[config.mk]
export PLATFORM = sky130hd
export DESIGN_NAME = reaction_tester_core_flat
export DESIGN_NICKNAME = d
export VERILOG_FILES = /design/src/rtl/reaction_tester_core_if.sv /design/src/rtl/reaction_tester_core.sv /design/src/flat_wrapper.sv
export SDC_FILE = /design/constraint.sdc
export NUM_CORES = 1
export LEC_CHECK = 0
export CAP_MARGIN = 20
export CORE_MARGIN = 5
export CORE_UTILIZATION = 33
export CTS_BUF_LIST = sky130_fd_sc_hd__clkbuf_8
export CTS_CLUSTER_SIZE = 24
export DETAILED_ROUTE_END_ITERATION = 10
export PLACE_DENSITY = 0.51
export REMOVE_ABC_BUFFERS = 1
export SKIP_LAST_GASP = 1
export SLEW_MARGIN = 30
export SYNTH_ARGS = -nofsm -noshare
export SYNTH_HDL_FRONTEND = slang
export SYNTH_SLANG_ARGS = --single-unit
[constraint.sdc]
create_clock -name clk -period 10 [get_ports clk]
set_input_delay 1.5 -clock clk [delete_from_list [all_inputs] [get_ports clk]]
set_output_delay 1.5 -clock clk [all_outputs]
set_load 0.03 [all_outputs]
[src/rtl/reaction_tester_core_if.sv]
// -----------------------------------------------------------------------------
// reaction_tester_core_if
// Purpose : groups the game-control pulses, the random source and all status
//           outputs of reaction_tester_core into one bundle.
// Modports: master - key/pulse source and display side (drives the pulses,
//                    player_sel and rand_in; observes status)
//           slave  - the reaction_tester_core itself
// Signals : act_pulse, react_pulse, cmp_pulse, clr_pulse  (master -> slave)
//           player_sel[PW], rand_in[16]                   (master -> slave)
//           state[3], cur_player[PW], stimulus, react_time[TIME_W],
//           react_valid, false_start, rounds_done[LOG2_ROUNDS+1],
//           avg_time[TIME_W], best_time[TIME_W], winner[PW],
//           winner_valid, tie                             (slave -> master)
//
// Handshake: there is no ready/back-pressure. Every *_pulse input is a
// single-cycle strobe that is acted on in the cycle it is high, or dropped if
// the current state has no use for it. react_valid and false_start are
// single-cycle strobes out; every other output is a level that holds until
// the state machine changes it.
// -----------------------------------------------------------------------------
interface reaction_tester_core_if #(
  parameter int N_PLAYERS   = 2,
  parameter int LOG2_ROUNDS = 3,
  parameter int TIME_W      = 10
);
  localparam int PW = (N_PLAYERS > 1) ? $clog2(N_PLAYERS) : 1;

  logic                   act_pulse;
  logic                   react_pulse;
  logic                   cmp_pulse;
  logic                   clr_pulse;
  logic [PW-1:0]          player_sel;
  logic [15:0]            rand_in;

  logic [2:0]             state;
  logic [PW-1:0]          cur_player;
  logic                   stimulus;
  logic [TIME_W-1:0]      react_time;
  logic                   react_valid;
  logic                   false_start;
  logic [LOG2_ROUNDS:0]   rounds_done;
  logic [TIME_W-1:0]      avg_time;
  logic [TIME_W-1:0]      best_time;
  logic [PW-1:0]          winner;
  logic                   winner_valid;
  logic                   tie;

  modport master (
    output act_pulse, react_pulse, cmp_pulse, clr_pulse, player_sel, rand_in,
    input  state, cur_player, stimulus, react_time, react_valid, false_start,
           rounds_done, avg_time, best_time, winner, winner_valid, tie
  );

  modport slave (
    input  act_pulse, react_pulse, cmp_pulse, clr_pulse, player_sel, rand_in,
    output state, cur_player, stimulus, react_time, react_valid, false_start,
           rounds_done, avg_time, best_time, winner, winner_valid, tie
  );
endinterface

[src/rtl/reaction_tester_core.sv]
// -----------------------------------------------------------------------------
// reaction_tester_core
// Purpose : reaction-time game controller for N_PLAYERS players, each playing
//           2^LOG2_ROUNDS rounds. Contains the ms prescaler, random-delay wait,
//           reaction timer with timeout, false-start detection, per-player
//           sum/best/average and a sequential lowest-sum winner scan.
// Ports   : clk   - system clock
//           rstn  - asynchronous active-low reset
//           bus   - reaction_tester_core_if.slave (pulses, player select,
//                   random input, state and all result outputs)
// -----------------------------------------------------------------------------
module reaction_tester_core #(
  parameter int N_PLAYERS   = 2,
  parameter int LOG2_ROUNDS = 3,
  parameter int CLK_PER_MS  = 12000,
  parameter int DELAY_MIN   = 1000,
  parameter int DELAY_MAX   = 9999,
  parameter int TIMEOUT_MS  = 999,
  parameter int TIME_W      = 10
) (
  input logic                   clk,
  input logic                   rstn,
  reaction_tester_core_if.slave bus
);
  localparam int PW        = (N_PLAYERS > 1) ? $clog2(N_PLAYERS) : 1;
  localparam int SUM_W     = TIME_W + LOG2_ROUNDS;
  localparam int RND_W     = LOG2_ROUNDS + 1;
  localparam int PS_W      = (CLK_PER_MS > 1) ? $clog2(CLK_PER_MS) : 1;
  localparam int DLY_W     = $clog2(DELAY_MAX + 1);
  localparam int DLY_RANGE = DELAY_MAX - DELAY_MIN + 1;

  localparam logic [RND_W-1:0]  ROUNDS_FULL = RND_W'(2 ** LOG2_ROUNDS);
  localparam logic [TIME_W-1:0] TMO         = TIME_W'(TIMEOUT_MS);
  localparam logic [PS_W-1:0]   PS_LAST     = PS_W'(CLK_PER_MS - 1);
  localparam logic [PW-1:0]     LAST_PLAYER = PW'(N_PLAYERS - 1);

  typedef enum logic [2:0] {
    S_IDLE    = 3'd0,
    S_WAIT    = 3'd1,
    S_START   = 3'd2,
    S_STORE   = 3'd3,
    S_FOUL    = 3'd4,
    S_DONE    = 3'd5,
    S_COMPARE = 3'd6
  } state_t;

  state_t             r_state;
  logic [PW-1:0]      r_cur;
  logic [PS_W-1:0]    r_presc;
  logic [DLY_W-1:0]   r_delay_left;
  logic [TIME_W-1:0]  r_rt;
  logic               r_stimulus;
  logic               r_react_valid;
  logic               r_false_start;
  logic [SUM_W-1:0]   r_sum    [N_PLAYERS];
  logic [TIME_W-1:0]  r_best   [N_PLAYERS];
  logic [RND_W-1:0]   r_rounds [N_PLAYERS];
  logic [PW-1:0]      r_scan;
  logic [SUM_W-1:0]   r_scan_sum;
  logic [PW-1:0]      r_winner;
  logic               r_winner_valid;
  logic               r_tie;

  logic               w_tick;
  logic [DLY_W-1:0]   w_delay;
  logic               w_sel_ok;
  logic               w_sel_open;
  logic               w_all_done;
  logic               w_go_wait;
  logic [TIME_W-1:0]  w_rt_inc;
  logic [TIME_W-1:0]  w_rt_next;

  assign w_tick     = (r_presc == PS_LAST);
  assign w_delay    = DLY_W'(DELAY_MIN) + DLY_W'(bus.rand_in % 16'(DLY_RANGE));
  assign w_sel_ok   = (32'(bus.player_sel) < 32'(N_PLAYERS));
  // A selected player may start a round only while it still has rounds left.
  assign w_sel_open = w_sel_ok && (r_rounds[bus.player_sel] != ROUNDS_FULL);

  // Every state that can start a new round funnels through this one condition.
  assign w_go_wait  = bus.act_pulse && w_sel_open &&
                      ((r_state == S_IDLE) || (r_state == S_FOUL) ||
                       (r_state == S_DONE) ||
                       ((r_state == S_STORE) && (r_rounds[r_cur] != ROUNDS_FULL)));

  // A tick landing in the same cycle as the reaction is counted, so a react on
  // the saturating tick records TIMEOUT_MS.
  assign w_rt_inc   = (r_rt >= TMO) ? TMO : r_rt + 1'b1;
  assign w_rt_next  = w_tick ? w_rt_inc : r_rt;

  always_comb begin
    w_all_done = 1'b1;
    for (int i = 0; i < N_PLAYERS; i++) begin
      if (r_rounds[i] != ROUNDS_FULL) w_all_done = 1'b0;
    end
  end

  always_ff @(posedge clk or negedge rstn) begin
    if (!rstn) begin
      r_state        <= S_IDLE;
      r_cur          <= '0;
      r_presc        <= '0;
      r_delay_left   <= '0;
      r_rt           <= '0;
      r_stimulus     <= 1'b0;
      r_react_valid  <= 1'b0;
      r_false_start  <= 1'b0;
      r_scan         <= '0;
      r_scan_sum     <= '0;
      r_winner       <= '0;
      r_winner_valid <= 1'b0;
      r_tie          <= 1'b0;
      for (int i = 0; i < N_PLAYERS; i++) begin
        r_sum[i]    <= '0;
        r_best[i]   <= '1;
        r_rounds[i] <= '0;
      end
    end else begin
      r_react_valid <= 1'b0;
      r_false_start <= 1'b0;
      // Free-running between entries; only its phase after WAIT/START entry matters.
      r_presc       <= w_tick ? '0 : r_presc + 1'b1;

      if (bus.clr_pulse) begin
        r_state        <= S_IDLE;
        r_stimulus     <= 1'b0;
        r_winner_valid <= 1'b0;
        r_tie          <= 1'b0;
      end else if (w_go_wait) begin
        r_state      <= S_WAIT;
        r_cur        <= bus.player_sel;
        r_presc      <= '0;
        r_delay_left <= w_delay;
      end else begin
        case (r_state)
          S_WAIT: begin
            if (bus.react_pulse) begin
              r_state       <= S_FOUL;
              r_false_start <= 1'b1;
            end else if (w_tick) begin
              if (r_delay_left <= DLY_W'(1)) begin
                r_state    <= S_START;
                r_presc    <= '0;
                r_rt       <= '0;
                r_stimulus <= 1'b1;
              end else begin
                r_delay_left <= r_delay_left - 1'b1;
              end
            end
          end
          S_START: begin
            r_rt <= w_rt_next;
            if (bus.react_pulse || (w_rt_next == TMO)) begin
              r_state         <= S_STORE;
              r_stimulus      <= 1'b0;
              r_react_valid   <= 1'b1;
              r_sum[r_cur]    <= r_sum[r_cur] + SUM_W'(w_rt_next);
              r_rounds[r_cur] <= r_rounds[r_cur] + 1'b1;
              if (w_rt_next < r_best[r_cur]) r_best[r_cur] <= w_rt_next;
            end
          end
          S_STORE: begin
            if (bus.act_pulse && (r_rounds[r_cur] == ROUNDS_FULL)) r_state <= S_DONE;
          end
          S_DONE: begin
            if (bus.cmp_pulse && w_all_done) begin
              r_state        <= S_COMPARE;
              r_scan         <= '0;
              r_winner_valid <= 1'b0;
              r_tie          <= 1'b0;
            end
          end
          S_COMPARE: begin
            if (!r_winner_valid) begin
              // Player 0 seeds the running minimum; strict < keeps the lowest index.
              if ((r_scan == '0) || (r_sum[r_scan] < r_scan_sum)) begin
                r_scan_sum <= r_sum[r_scan];
                r_winner   <= r_scan;
                r_tie      <= 1'b0;
              end else if (r_sum[r_scan] == r_scan_sum) begin
                r_tie <= 1'b1;
              end
              if (r_scan == LAST_PLAYER) r_winner_valid <= 1'b1;
              else                       r_scan         <= r_scan + 1'b1;
            end
          end
          S_IDLE, S_FOUL: ;
          default: r_state <= S_IDLE;
        endcase
      end

      // Statistics are wiped on the clear edge itself so IDLE never shows stale data.
      if (bus.clr_pulse || (r_state == S_IDLE)) begin
        for (int i = 0; i < N_PLAYERS; i++) begin
          r_sum[i]    <= '0;
          r_best[i]   <= '1;
          r_rounds[i] <= '0;
        end
      end
    end
  end

  assign bus.state        = r_state;
  assign bus.cur_player   = r_cur;
  assign bus.stimulus     = r_stimulus;
  assign bus.react_time   = r_rt;
  assign bus.react_valid  = r_react_valid;
  assign bus.false_start  = r_false_start;
  assign bus.rounds_done  = r_rounds[r_cur];
  assign bus.avg_time     = TIME_W'(r_sum[r_cur] >> LOG2_ROUNDS);
  assign bus.best_time    = r_best[r_cur];
  assign bus.winner       = r_winner;
  assign bus.winner_valid = r_winner_valid;
  assign bus.tie          = r_tie & r_winner_valid;

endmodule
[src/flat_wrapper.sv]
// flat-port wrapper written by rule: the top's interface ports become plain ports
module reaction_tester_core_flat 
#(
  parameter int N_PLAYERS   = 2,
  parameter int LOG2_ROUNDS = 3,
  parameter int CLK_PER_MS  = 12000,
  parameter int DELAY_MIN   = 1000,
  parameter int DELAY_MAX   = 9999,
  parameter int TIMEOUT_MS  = 999,
  parameter int TIME_W      = 10
)
  (clk, rstn, bus_act_pulse, bus_react_pulse, bus_cmp_pulse, bus_clr_pulse, bus_player_sel, bus_rand_in, bus_state, bus_cur_player, bus_stimulus, bus_react_time, bus_react_valid, bus_false_start, bus_rounds_done, bus_avg_time, bus_best_time, bus_winner, bus_winner_valid, bus_tie);
  reaction_tester_core_if #(.N_PLAYERS(N_PLAYERS), .LOG2_ROUNDS(LOG2_ROUNDS), .TIME_W(TIME_W)) bus_i ();
  input logic clk;
  input logic rstn;
  input wire logic [$bits(bus_i.act_pulse)-1:0] bus_act_pulse;
  input wire logic [$bits(bus_i.react_pulse)-1:0] bus_react_pulse;
  input wire logic [$bits(bus_i.cmp_pulse)-1:0] bus_cmp_pulse;
  input wire logic [$bits(bus_i.clr_pulse)-1:0] bus_clr_pulse;
  input wire logic [$bits(bus_i.player_sel)-1:0] bus_player_sel;
  input wire logic [$bits(bus_i.rand_in)-1:0] bus_rand_in;
  output wire logic [$bits(bus_i.state)-1:0] bus_state;
  output wire logic [$bits(bus_i.cur_player)-1:0] bus_cur_player;
  output wire logic [$bits(bus_i.stimulus)-1:0] bus_stimulus;
  output wire logic [$bits(bus_i.react_time)-1:0] bus_react_time;
  output wire logic [$bits(bus_i.react_valid)-1:0] bus_react_valid;
  output wire logic [$bits(bus_i.false_start)-1:0] bus_false_start;
  output wire logic [$bits(bus_i.rounds_done)-1:0] bus_rounds_done;
  output wire logic [$bits(bus_i.avg_time)-1:0] bus_avg_time;
  output wire logic [$bits(bus_i.best_time)-1:0] bus_best_time;
  output wire logic [$bits(bus_i.winner)-1:0] bus_winner;
  output wire logic [$bits(bus_i.winner_valid)-1:0] bus_winner_valid;
  output wire logic [$bits(bus_i.tie)-1:0] bus_tie;
  assign bus_i.act_pulse = bus_act_pulse;
  assign bus_i.react_pulse = bus_react_pulse;
  assign bus_i.cmp_pulse = bus_cmp_pulse;
  assign bus_i.clr_pulse = bus_clr_pulse;
  assign bus_i.player_sel = bus_player_sel;
  assign bus_i.rand_in = bus_rand_in;
  assign bus_state = bus_i.state;
  assign bus_cur_player = bus_i.cur_player;
  assign bus_stimulus = bus_i.stimulus;
  assign bus_react_time = bus_i.react_time;
  assign bus_react_valid = bus_i.react_valid;
  assign bus_false_start = bus_i.false_start;
  assign bus_rounds_done = bus_i.rounds_done;
  assign bus_avg_time = bus_i.avg_time;
  assign bus_best_time = bus_i.best_time;
  assign bus_winner = bus_i.winner;
  assign bus_winner_valid = bus_i.winner_valid;
  assign bus_tie = bus_i.tie;
  reaction_tester_core #(.N_PLAYERS(N_PLAYERS), .LOG2_ROUNDS(LOG2_ROUNDS), .CLK_PER_MS(CLK_PER_MS), .DELAY_MIN(DELAY_MIN), .DELAY_MAX(DELAY_MAX), .TIMEOUT_MS(TIMEOUT_MS), .TIME_W(TIME_W)) u_core (.clk(clk), .rstn(rstn), .bus(bus_i));
endmodule
-- Yosys cells after proc, flatten, opt, wreduce, memory -nomap -nowiden
Index checks and enable logic that the tools add are counted.
Widths: inputs -> output; s select.
- bits in registers: 116
- output and inout bits: 44
- add/sub/neg operators: 7
- div/mod/pow operators: 1
- $lt $le $gt $ge: 8
- eq/ne operators: 37
- multiplexer cells: 99
- bitwise gates (word level): 8
- reductions and logical operators: 34
- operators by type and width (operator ; number):
    $mux 14 ; 12
    $mux 26 ; 5
    $mux 20 ; 6
    $mux 13 ; 7
    $mux 10 ; 9
    $mux 8 ; 5
    $mux 1 ; 28
    $mux 4 ; 7
    $bwmux 26 ; 1
    $reduce_and 5->1 ; 5
    $mux 3 ; 8
    $bwmux 20 ; 1
    $pmux 10 s2 ; 1
    $reduce_and 6->1 ; 3
    $mod 16x14->16 const B ; 1
    $ne 4x4->1 const B ; 4
    $pmux 3 s5 ; 1
    $add 10x14->14 const A ; 1
    $add 14x1->14 const B ; 1
    $eq 14x14->1 const B ; 1
    $le 14x1->1 const B ; 1
    $reduce_bool 2->1 ; 7
    $sub 14x1->14 const B ; 1
    $add 13x10->13 ; 1
    other kinds (38) ; 77

-- Longest topological paths before layout
- depth after elaboration: 12
- gate-level depth with buffers: 21
- depth with buffers taken out: 21

-- Worst setup path before layout
No wires, ideal clock.
- path type: input to register
- from: input port bus_rand_in[15]
- to: register u_core.r_delay_left[13]
- library setup time: 0.124 ns
- arrival time: 5.330 ns
- path slack: 4.546 ns
- stages on the path: 19
- cells stage by stage: buf_4 or3b_1 or2_1 o21a_1 a311oi_4 a21oi_1 a311oi_1 a41o_2 a31oi_1 nor2_1 nor2_1 xnor2_1 ha_1 nor2_1 nor4b_1 a311oi_1 or3_1 and3b_1 o31a_1
- cells in the longest elaborated chain, start to end: 3
- ends and longest elaborated chain (item ; RTL line ; text):
    start, declared ; flat_wrapper.sv:21 ; input wire logic [$bits(bus_i.rand_in)-1:0] bus_rand_in;
    $mod 16x14->16 ; reaction_tester_core.sv:74 ; assign w_delay = DLY_W'(DELAY_MIN) + DLY_W'(bus.rand_in % 16'(DLY_RANGE));
    $add 10x14->14 ; reaction_tester_core.sv:74 ;
    $mux 14 ; reaction_tester_core.sv:128 ; end else if (w_go_wait) begin
    end signal, assigned ; reaction_tester_core.sv:132 ; r_delay_left <= w_delay;
    end signal, assigned ; reaction_tester_core.sv:146 ; r_delay_left <= r_delay_left - 1'b1;
    end, declared ; reaction_tester_core.sv:50 ; logic [DLY_W-1:0] r_delay_left;
Every way passes these cells.
A chain may end at the register's enable or synchronous reset.

-- Worst setup path in the final report
- from: input port bus_rand_in[15]
- to: register u_core.r_delay_left[9]
The elaborated chain is that of the path after synthesis.

==> impl_metrics.sql <==
INSERT INTO impl_metrics (metric_group, metric, value, unit) VALUES
('placed_design', 'place_ws', '3188', 'ps'),
('sta', 'min_period_over_period', '63.97', '%'),
('sta', 'layout_min_cycle_time', '6397', 'ps'),
('global_route', 'number_of_global_route_vias_before_repair', '7071', ''),
('drt', 'drt_drc_violations_left', '0', ''),
('drt', 'pre_repair_dr_iteration_count', '5', ''),
('run', 'max_cap_violations', '0', ''),
('synth', 'synthesized_area_per_cell', '8.766', 'um^2'),
('synth', 'synth.most_common_cell', 'sky130_fd_sc_hd__nand2_1', ''),
('sta', 'fin_ws', '3603', 'ps'),
('power_and_ir_drop', 'total_power', '1.443', 'mW'),
('sta', 'finClkSkew', '17.28', 'ps'),
('synth', 'synth_seq_area_share', '34.75', '%'),
('sta', 'report.final.hold_viol_count', '0', ''),
('sta', 'final-setup-viol-count', '0', ''),
('floorplanning', 'die_height', '169.8', 'um'),
('placed_design', 'gp_congestion', '0.8730', ''),
('synth', 'ys_types', '80', ''),
('layout', 'multi_input_comb_area', '5164', 'um^2'),
('floorplanning', 'ioPinCount', '67', ''),
('placed_design', 'dp_cells', '1323', ''),
('floorplanning', 'core_area', '25180', 'um^2'),
('layout', 'layout.filler_cells', '2536', ''),
('min_path', 'timing.hold.worst.start', 'u_core.r_delay_left[12]', ''),
('worst_setup_path', 'crit_type', 'input port to flop', ''),
('drt', 'vias_per_cell', '5.269', ''),
('clocking', 'max_clock_buf_depth', '2', ''),
('placed_design', 'io_buffers', '66', ''),
('min_path', 'worstHoldPathType', 'flop to flop', ''),
('drt', 'route.vias.total', '7140', ''),
('sta', 'tightestPinTransition', '994.2', 'ps'),
('clocking', 'clk_pin_slew', '70', 'ps'),
('min_path', 'whs_path_depth', '2', ''),
('synth', 'leading_register_cell_type_out_of_synthesis', 'sky130_fd_sc_hd__dfrtp_1', ''),
('clocking', 'tritoncts.num_buffers', '17', ''),
('power_and_ir_drop', 'power.internal', '0.9557', 'mW'),
('synth', 'yosysWarnings', '0', ''),
('min_path', 'min_delay_worst_endpoint', 'u_core.r_delay_left[12]', ''),
('worst_setup_path', 'r2r_setup_slack', '5260', 'ps'),
('worst_setup_path', 'cp-start-kind', 'input port', ''),
('sta', 'finalMaxSlewViolations', '0', ''),
('power_and_ir_drop', 'clockPowerShare', '31.3', '%'),
('synth', 'syn_inst', '961', ''),
('sta', 'achievable-frequency', '0.1563', 'GHz'),
('synth', 'synth.cell_area', '8424', 'um^2'),
('global_route', 'grt_antenna_before_repair', '0', ''),
('synth', 'async_set_reset_flop_share_out_of_synthesis', '100.0', '%'),
('global_route', 'grt_pass1_wl', '37430', 'um'),
('drt', 'drt.antenna.violating_nets', '0', ''),
('sta', 'max_slew_margin', '33.15', '%'),
('clocking', 'postCtsHoldBufs', '0', ''),
('sta', 'rsz0062_at_grt', 'no', ''),
('clocking', 'clock-root-buffer', 'sky130_fd_sc_hd__clkbuf_8', ''),
('sta', 'timing.setup.tns', '0', 'ps'),
('power_and_ir_drop', 'max-vdd-ir-drop', '0.00008038', 'V'),
('clocking', 'cts.sink_count', '116', ''),
('power_and_ir_drop', 'net-switching-power', '0.4872', 'mW'),
('worst_setup_path', 'cp_max_fo', '18', ''),
('drt', 'finalWirelength', '22370', 'um'),
('synth', 'yosys.area.top_type_share', '28.52', '%'),
('power_and_ir_drop', 'power.combinational.fraction', '28.5', '%'),
('synth', 'ranking_of_synthesized_cells_by_area', 'sky130_fd_sc_hd__dfrtp_1, sky130_fd_sc_hd__mux2_2, sky130_fd_sc_hd__dfstp_2', ''),
('worst_setup_path', 'endpoint_kind', 'flop', ''),
('run_status', 'run_status', 'completed', ''),
('synth', 'number_of_enable_type_register_cells_in_the_synthesized_netlist', '0', ''),
('power_and_ir_drop', 'share_of_total_power_in_sequential_cells', '40.3', '%'),
('global_route', 'global_route.usage.total', '15.91', '%'),
('power_and_ir_drop', 'switching_share', '33.76', '%'),
('worst_setup_path', 'cp.arrival', '6720', 'ps'),
('power_and_ir_drop', 'leakage', '4.090', 'nW'),
('floorplanning', 'die_area', '28820', 'um^2');
flip-flops by register name, indices dropped and copies added (netlist names):
name and count:
u_core.r_best 20, u_core.r_delay_left 14, u_core.bus.winner_valid 1, u_core.r_scan 1
u_core.r_sum 26, u_core.bus.react_time 10, u_core.r_scan_sum 13, u_core.r_tie 1
u_core.bus.false_start 1, u_core.bus.winner 1, u_core.r_presc 14, u_core.bus.react_valid 1
u_core.bus.state 3, u_core.bus.stimulus 1, u_core.r_rounds 8, u_core.bus.cur_player 1
logic make-up after synthesis:
family,Yosys count,share of synthesized area [%]
XOR/XNOR,47,5.065
AND/OR/NAND/NOR,346,20.08
flip-flops,116,34.75
AO/OA/AOI/OAI,243,19.50
multiplexers,79,10.28
adder cells (fa/ha/maj),42,6.268
buffers and inverters,88,4.055
cells in the final DEF (no fill, tap or decap), drive strengths merged, types with 20 or more instances in the layout:
cell	instances
dfstp	20
dfrtp	96
o21ai	55
inv	51
clkdlybuf4s50	65
ha	39
mux2	60
xnor2	29
nor3	26
nand2b	21
a21oi	75
nor2	72
nand3	31
nand2	113
cell type report:
cell class                      instances  area share (%)
Timing Repair Buffer                   75           7.439
Sequential cell                       116           29.86
Inverter                               45           1.723
Clock inverter                         13           1.442
Multi-Input combinational cell        757           52.66
Tap cell                              330           4.211
Clock buffer                           19           2.667
power by group through the flow:
stage          clock network (mW)  logic, mW  registers [mW]
6_report                    0.451      0.411           0.581
2_1_floorplan                   0      0.279           0.591
3_5_place_dp                    0      0.415           0.588
3_3_place_gp                    0      0.413           0.589
5_1_grt                     0.487      0.458           0.590
4_1_cts                     0.464      0.417           0.581
how the worst max path moves through the flow:
stage                          from                      end  slack (ps)  depth (start not counted)
floorplan           bus_rand_in[12]  u_core.r_delay_left[13]        4650                         18
global placement    bus_rand_in[15]   u_core.r_delay_left[9]        3280                         20
detailed placement  bus_rand_in[15]   u_core.r_delay_left[9]        3190                         20
CTS                 bus_rand_in[15]   u_core.r_delay_left[9]        3660                         20
global route        bus_rand_in[15]   u_core.r_delay_left[9]        3290                         20
finish              bus_rand_in[15]   u_core.r_delay_left[9]        3600                         20
critical path, cell delays in order:
cell                              delay (ps)
sky130_fd_sc_hd__clkdlybuf4s50_1         830
sky130_fd_sc_hd__o31a_1                  390
sky130_fd_sc_hd__nand3_1                 140
sky130_fd_sc_hd__o311ai_2                420
sky130_fd_sc_hd__nand3_1                 220
sky130_fd_sc_hd__o221a_2                 270
sky130_fd_sc_hd__nor3_1                  350
sky130_fd_sc_hd__and4_1                  290
sky130_fd_sc_hd__a31oi_1                 170
sky130_fd_sc_hd__nor2_1                  260
sky130_fd_sc_hd__nor2_1                   80
sky130_fd_sc_hd__xnor2_1                 170
sky130_fd_sc_hd__ha_1                    230
sky130_fd_sc_hd__nor2_1                   80
sky130_fd_sc_hd__nand2b_1                 80
sky130_fd_sc_hd__a22oi_1                  60
sky130_fd_sc_hd__a311oi_1                630
sky130_fd_sc_hd__a211oi_1                 90
sky130_fd_sc_hd__or2_1                   230
sky130_fd_sc_hd__a211o_1                 220
through the flow:
stage	hold WS [ps]	cell area [um^2]	util, %
2_1_floorplan	447.2	8252	-
3_3_place_gp	470.3	9390	37.29
3_5_place_dp	472.6	9395	37.31
4_1_cts	491.6	9798	38.91
5_1_grt	519.5	9806	38.94
6_report	495.5	9806	38.94
routing by layer:
metal | vias up | part of all wire [%] | track usage [%]
met2 | 134 | 49 | 27.02
met3 | 29 | 3.5 | 2.772
met5 | - | 0 | 0
met4 | 0 | 1.7 | 4.410
met1 | 3422 | 46 | 20.88
li1 | 3555 | - | -
No activity file was read; power rests on OpenSTA's default activity.
